File: src/rtl/st_serial_sub.sv
// -----------------------------------------------------------------------------
// st_serial_sub
//
// Bit-serial subtractor controller. A single 1-bit full-subtractor cell is
// reused for WIDTH consecutive cycles to compute a - b - bin, LSB first. The
// borrow is carried between bit steps in a flop, and the finished result is
// reported through a start/busy/done handshake.
//
// Ports:
//   clk    - system clock, all state changes on the rising edge
//   rst    - synchronous reset, active-high
//   start  - operation request, only looked at while idle
//   a      - minuend, captured when start is accepted
//   b      - subtrahend, captured when start is accepted
//   bin    - borrow-in, captured when start is accepted
//   busy   - high while bit steps are being processed
//   done   - one-cycle pulse, d/bo/ov are valid from this cycle on
//   d      - registered difference
//   bo     - final borrow-out (unsigned a < b + bin)
//   ov     - signed two's-complement overflow of a - b - bin
// -----------------------------------------------------------------------------

// One-bit full subtractor: D = A - B - Bi, with borrow-out Bo.
module st_fs_cell (
    input  logic a_i,
    input  logic b_i,
    input  logic bi_i,
    output logic d_o,
    output logic bo_o
);
    assign d_o  = a_i ^ b_i ^ bi_i;
    assign bo_o = (~a_i & b_i) | (~(a_i ^ b_i) & bi_i);
endmodule

module st_serial_sub #(
    parameter int WIDTH = 8
) (
    input  logic             clk,
    input  logic             rst,
    input  logic             start,
    input  logic [WIDTH-1:0] a,
    input  logic [WIDTH-1:0] b,
    input  logic             bin,
    output logic             busy,
    output logic             done,
    output logic [WIDTH-1:0] d,
    output logic             bo,
    output logic             ov
);
    localparam int CNT_W = (WIDTH > 1) ? $clog2(WIDTH) : 1;

    typedef enum logic [1:0] {
        S_IDLE,
        S_RUN,
        S_DONE
    } state_t;

    state_t             state_q, state_d;
    logic [CNT_W-1:0]   cnt_q, cnt_d;
    logic [WIDTH-1:0]   a_sh_q, a_sh_d;
    logic [WIDTH-1:0]   b_sh_q, b_sh_d;
    logic [WIDTH-1:0]   r_sh_q, r_sh_d;
    logic               borrow_q, borrow_d;
    logic [WIDTH-1:0]   d_q, d_d;
    logic               bo_q, bo_d;
    logic               ov_q, ov_d;

    logic               cell_a, cell_b, cell_bi, cell_d, cell_bo;
    logic               last_bit;

    // The shared cell always looks at the current operand LSBs and the
    // carried borrow; its outputs are only used while running.
    assign cell_a  = a_sh_q[0];
    assign cell_b  = b_sh_q[0];
    assign cell_bi = borrow_q;

    st_fs_cell u_cell (
        .a_i  (cell_a),
        .b_i  (cell_b),
        .bi_i (cell_bi),
        .d_o  (cell_d),
        .bo_o (cell_bo)
    );

    assign last_bit = (cnt_q == CNT_W'(WIDTH - 1));

    always_comb begin
        state_d  = state_q;
        cnt_d    = cnt_q;
        a_sh_d   = a_sh_q;
        b_sh_d   = b_sh_q;
        r_sh_d   = r_sh_q;
        borrow_d = borrow_q;
        d_d      = d_q;
        bo_d     = bo_q;
        ov_d     = ov_q;

        case (state_q)
            S_IDLE: begin
                if (start) begin
                    state_d  = S_RUN;
                    a_sh_d   = a;
                    b_sh_d   = b;
                    borrow_d = bin;
                    cnt_d    = '0;
                end
            end

            S_RUN: begin
                // Result bits enter at the MSB so that after WIDTH steps
                // bit 0 has drifted down to position 0.
                r_sh_d            = r_sh_q >> 1;
                r_sh_d[WIDTH-1]   = cell_d;
                borrow_d          = cell_bo;
                a_sh_d            = a_sh_q >> 1;
                b_sh_d            = b_sh_q >> 1;
                cnt_d             = cnt_q + CNT_W'(1);
                if (last_bit) begin
                    state_d = S_DONE;
                    d_d     = r_sh_d;
                    bo_d    = cell_bo;
                    // On the last step the cell inputs are the captured MSBs.
                    ov_d    = (cell_a != cell_b) && (cell_d != cell_a);
                end
            end

            S_DONE: begin
                state_d = S_IDLE;
            end

            default: begin
                state_d = S_IDLE;
            end
        endcase
    end

    always_ff @(posedge clk) begin
        if (rst) begin
            state_q  <= S_IDLE;
            cnt_q    <= '0;
            a_sh_q   <= '0;
            b_sh_q   <= '0;
            r_sh_q   <= '0;
            borrow_q <= 1'b0;
            d_q      <= '0;
            bo_q     <= 1'b0;
            ov_q     <= 1'b0;
        end else begin
            state_q  <= state_d;
            cnt_q    <= cnt_d;
            a_sh_q   <= a_sh_d;
            b_sh_q   <= b_sh_d;
            r_sh_q   <= r_sh_d;
            borrow_q <= borrow_d;
            d_q      <= d_d;
            bo_q     <= bo_d;
            ov_q     <= ov_d;
        end
    end

    assign busy = (state_q == S_RUN);
    assign done = (state_q == S_DONE);
    assign d    = d_q;
    assign bo   = bo_q;
    assign ov   = ov_q;

endmodule

File: config.mk
export PLATFORM = sky130hd
export DESIGN_NAME = st_serial_sub
export DESIGN_NICKNAME = d
export VERILOG_FILES = /design/src/rtl/st_serial_sub.sv
export SDC_FILE = /design/constraint.sdc
export NUM_CORES = 1
export LEC_CHECK = 0
export CELL_PAD_IN_SITES_DETAIL_PLACEMENT = 1
export CELL_PAD_IN_SITES_GLOBAL_PLACEMENT = 1
export CORE_UTILIZATION = 46
export CTS_CLUSTER_SIZE = 10
export DETAILED_ROUTE_END_ITERATION = 8
export DONT_BUFFER_PORTS = 1
export PLACE_DENSITY = 0.73
export SKIP_CTS_REPAIR_TIMING = 1
export SLEW_MARGIN = 5
export SYNTH_ARGS = -nofsm -noshare
export SYNTH_HDL_FRONTEND = slang
export SYNTH_HIERARCHICAL = 1
export SYNTH_SLANG_ARGS = --single-unit
File: constraint.sdc
create_clock -name clk -period 1.8 [get_ports clk]
set_clock_uncertainty 0.15 [all_clocks]
set_input_delay 0.36 -clock clk [delete_from_list [all_inputs] [get_ports clk]]
set_output_delay 0.36 -clock clk [all_outputs]
set_load 0.02 [all_outputs]
# Word-level counts from Yosys, hierarchy flattened
# Index checks and enable logic that the tools add are counted.
[totals]
latchBits = 0
mem_bits_rw = 0
romBits = 0
in_bits = 20
word_cells = 41
memories = 0
output_inout_bits = 12
register_bits = 40
[classes]
bitwise_logic = 7
addsub = 1
n_eq_ne = 7
n_mul = 0
n_mux = 11
div = 0
n_lt_le_gt_ge = 0
reduce_logical = 6
shifts = 0
[ops]
columns = ["cell", "count"]
rows = [
  ["$pmux 8 s2", 2],
  ["$mux 8", 2],
  ["$pmux 3 s2", 1],
  ["$reduce_and 2->1", 3],
  ["$mux 2", 2],
  ["$pmux 2 s2", 1],
  ["$add 3x1->3 const B", 1],
  ["$eq 3x3->1 const B", 1],
  ["$mux 3", 1],
  ["$and 1x1->1", 2],
  ["$eq 2x1->1 const B", 1],
  ["$eq 2x2->1 const B", 1],
  ["$logic_not 2->1", 1],
  ["$ne 1x1->1", 2],
  ["$ne 2x1->1 const B", 1],
  ["$ne 2x2->1 const B", 1],
  ["$not 1->1", 2],
  ["$pmux 1 s2", 1],
  ["$reduce_bool 2->1", 1],
  ["$xor 1x1->1", 2],
  ["$logic_and 1x1->1", 1],
  ["$mux 1", 1],
  ["$or 1x1->1", 1],
]

# Logic depth before layout (Yosys ltp)
[depth]
depth_word = 5
mapped_depth = 6

# Modules after synthesis
# The synthesis kept the hierarchy.
[by_module_without_submodules]
columns = ["mod", "cells_per_inst", "seq_area_each_um2", "area_each_um2", "n_inst"]
rows = [
  ["st_serial_sub", 173, 780.7, 1601.5, 1],
  ["st_fs_cell", 4, 0.0, 31.3, 1],
]

# Least setup slack after synthesis
# No wires, ideal clock.
[synth_timing]
path_kind = "reg2reg"
from = "register b_sh_q[0]"
to = "register ov_q, in the netlist ov"
stages_incl_launch_ff = 6
setup_slack_ps = 251
setup_ps = 132
n_path_buf = 0
t_arrival_ps = 1268
required_ps = 1518
path_cell_list = "dfxtp_1 -> inv_1 -> fa_1 -> and3b_1 -> nor3_1 -> nor3_1"
[synth_between]
elab_chain_cells = 4
[synth_rtl]
columns = ["element", "line", "source"]
rows = [
  ["start, declared", "61", "logic [WIDTH-1:0] b_sh_q, b_sh_d;"],
  ["start signal, assigned", "152", "b_sh_q <= b_sh_d;"],
  ["$xor 1x1->1 (2 in a row)", "31", "assign d_o = a_i ^ b_i ^ bi_i;"],
  ["named net cell_d", "68", "logic cell_a, cell_b, cell_bi, cell_d, cell_bo;"],
  ["$ne 1x1->1", "123", "ov_d = (cell_a != cell_b) && (cell_d != cell_a);"],
  ["$logic_and 1x1->1", "123", ""],
  ["end signal, assigned", "157", "ov_q <= ov_d;"],
  ["end, declared", "66", "logic ov_q, ov_d;"],
]
# The timed path passes the listed nets, and every way through them passes these cells.
# A chain may end at the register's enable or synchronous reset.

# Worst setup path after layout
[layout_timing]
from = "register state_q[1]"
to = "output port busy"
[layout_between]
elab_chain_cells = 1
[layout_rtl]
columns = ["element", "line", "source"]
rows = [
  ["start, declared", "58", "state_t state_q, state_d;"],
  ["start signal, assigned", "149", "state_q <= state_d;"],
  ["$eq 2x1->1", "161", "assign busy = (state_q == S_RUN);"],
  ["end, declared", "44", "output logic busy,"],
]
# Every way passes these cells.

==> impl_results.md <==
* Final setup viols at 0
* Worst path slowest cell: dfxtp_1
* Design area at 1750 um2
* RSZ-0062 raised after global routing: false
* Largest net degree at the start of global routing at 40
* Measured slew at the worst slew-check pin at 332 ps
* Port Buffers at 0
* Post-route ant nets at 0
* Status: finished, final reports clean
* Minimum clock period at 1710 ps
* Max clock buf depth at 2
* Final Power at 1.70 mW
* Via count of the first global-routing pass at 1191
* Yosys warnings at 6
* Latest clock arrival within the worst-skew pair at 370 ps
* Total wire length at 3330 um
* Post-place instance area at 1640 um2
* Root buffer cell: clkbuf_4
* CTS tree: done
* First drt pass iteration count at 4
* Worst Path Arrival at 1200 ps
* Fmax at 586 MHz
* Number of diodes at 0
* Drt wl/cell at 14.9 um
* Core area at 3360 um2
* Initial core utilization at 48.5%
* Fin nets at 199
* Fillers at 415
* Min-delay worst type: primary input to register
* # DRC at 0
* Max Slew Vio Count at 0
* Clock transition at path regs at 140 ps
* Final worst-path cycle share at 94.8%
* Worst EP required at 1290 ps
* Synthesized area at 1630 um2
* All-Layer GR Usage at 20.0%
* Setup crit end kind: output pin
* CP max stage delay at 390 ps
* H-Tree Level Count at 2
* Global route overflow at 0
* Fraction of layout cells with a size suffix above 1 at 10.2%
* TritonCTS buffer count at 5
* Gpl congestion at 0.676
* Distinct cell type count after synthesis at 27
* CP Cell Sequence: nand2b_1 -> inv_4
* Vias per inst at 5.41
* Seq cells post-synth at 39
* Clock Sinks at 39
* Pwr/cell area at 973 nW/um2
* First-pass GRT wire length at 5260 um
* Layout Cells excl Fill at 223
* IO Pins at 32
* VDD IR max at 0.000527 V
* Syn-to-layout area delta at 6.97%
* Routed via count at 1206
* Leakage at 0.664 nW
* Hold Vio Cnt, Final at 0
* Worst setup SP type: register
* DR iter-0 viols at 56
* Placed insts at 214
* Die height at 61.6 um
* Post-Syn Area per Cell at 9.22 um2
* Rel. slew slack at 77.8%
* Max Cap Viol at 0
* Syn nets at 200
* Initial antenna violation count at 0
* Sequential share of the synthesized area at 47.8%
* # rows at 21
* Die area at 3790 um2
* Post-DP HPWL at 2270 um
* CP Class: register to output pin
* WHS at 49.1 ps
* Die width at 61.6 um
* Synthesized instance count at 177
* Worst-path maximum fanout at 20
## cell usage after synthesis
master | number | area share (%)
inv_1 | 3 | 0.69
ha_1 | 2 | 1.5
o21ba_2 | 1 | 0.61
nand2b_1 | 1 | 0.38
nor2_1 | 21 | 4.8
a21oi_1 | 18 | 5.5
and2b_2 | 1 | 0.54
fa_1 | 1 | 1.2
a22oi_1 | 2 | 0.92
nor3b_1 | 1 | 0.46
a211oi_1 | 17 | 7.8
buf_2 | 3 | 0.92
nand3_1 | 8 | 2.5
mux2i_1 | 16 | 9.8
and3b_1 | 1 | 0.54
buf_4 | 3 | 1.4
dfxtp_1 | 39 | 48
nor3_1 | 2 | 0.61
buf_12 | 1 | 1.2
or4bb_1 | 2 | 1.4
o21ai_0 | 2 | 0.61
nand3b_1 | 1 | 0.46
inv_2 | 1 | 0.23
nand2_1 | 22 | 5.1
o21bai_1 | 1 | 0.46
clkbuf_1 | 5 | 1.1
buf_6 | 2 | 1.4
## layout make-up
| class | instances | area (um2) | area share (%) |
|---|---|---|---|
| sequential | 39 | 782 | 44.8 |
| multi-input combinational | 120 | 738 | 42.3 |
| timing repair buffer | 6 | 70.1 | 4.01 |
| tap | 46 | 57.6 | 3.30 |
| clock inverter | 3 | 43.8 | 2.51 |
| clock buffer | 5 | 37.5 | 2.15 |
| inverter | 4 | 17.5 | 1.00 |
## final timing paths
check | endpoint | cells past startpoint | slack (ps) | startpoint
hold / removal | a_sh_q[6] | 2 | 50 | a[6]
setup / recovery | busy | 2 | 90 | state_q[1]
hold reg to reg | d[0] | 2 | 330 | r_sh_q[1]
setup reg to reg | ov | 5 | 110 | b_sh_q[0]
## flip-flops by register name (all words and copies together) (netlist names)
| name | count |
|---|---|
| a_sh_q | 8 |
| bo | 1 |
| b_sh_q | 8 |
| d | 8 |
| borrow_q | 1 |
| cnt_q | 3 |
| ov | 1 |
| state_q | 2 |
| r_sh_q | 7 |
## layer usage
layer,up-vias,share of wire (%),GRT usage [%]
met2,23,48,31.5
met3,5,5.3,9.03
li1,613,-,-
met4,0,1.6,9.84
met1,565,45,22.9
met5,-,0,0
## stage by stage
step                      setup WS (ps)  utilization, %  TNS (ps)
after floorplan                     251               -         0
after global placement              225            48.8         0
after detailed placement            152            48.8         0
after CTS                          -120            51.2      -120
after global routing               8.56            51.9         0
final                              94.4            51.9         0
## kinds of logic after synthesis
group / share of synthesized area [%]
AOI/OAI and AO/OA: 15.9
DFF: 47.8
and+or+nand+nor: 16.7
adders and majority gates: 2.76
muxes: 9.81
buffers and inverters: 6.97
## cell usage in the layout, fill, tap and decap left out, types with 2 or more instances in the layout
cell type   n
a211oi_1   17
a21oi_1    18
a22oi_1     2
buf_12      2
buf_4       4
clkbuf_4    5
dfxtp_1    38
ha_1        2
inv_1       3
mux2i_1    16
nand2_1    22
nand3_1     8
nor2_1     21
nor3_1      2
o21ai_0     2
or4bb_1     2
## worst max-delay path, delay by kind of cell, from the launching register on
kind	cells	cell delay [ps]
flip-flops	1	390
buffers and inverters	1	230
AND/OR/NAND/NOR	1	220
## report_power, final
part | switching [mW] | internal [mW]
sequential | 0.0277 | 0.904
combinational | 0.0973 | 0.0740
clock | 0.305 | 0.292
total | 0.430 | 1.27
Power figures use the tool's default switching activity.
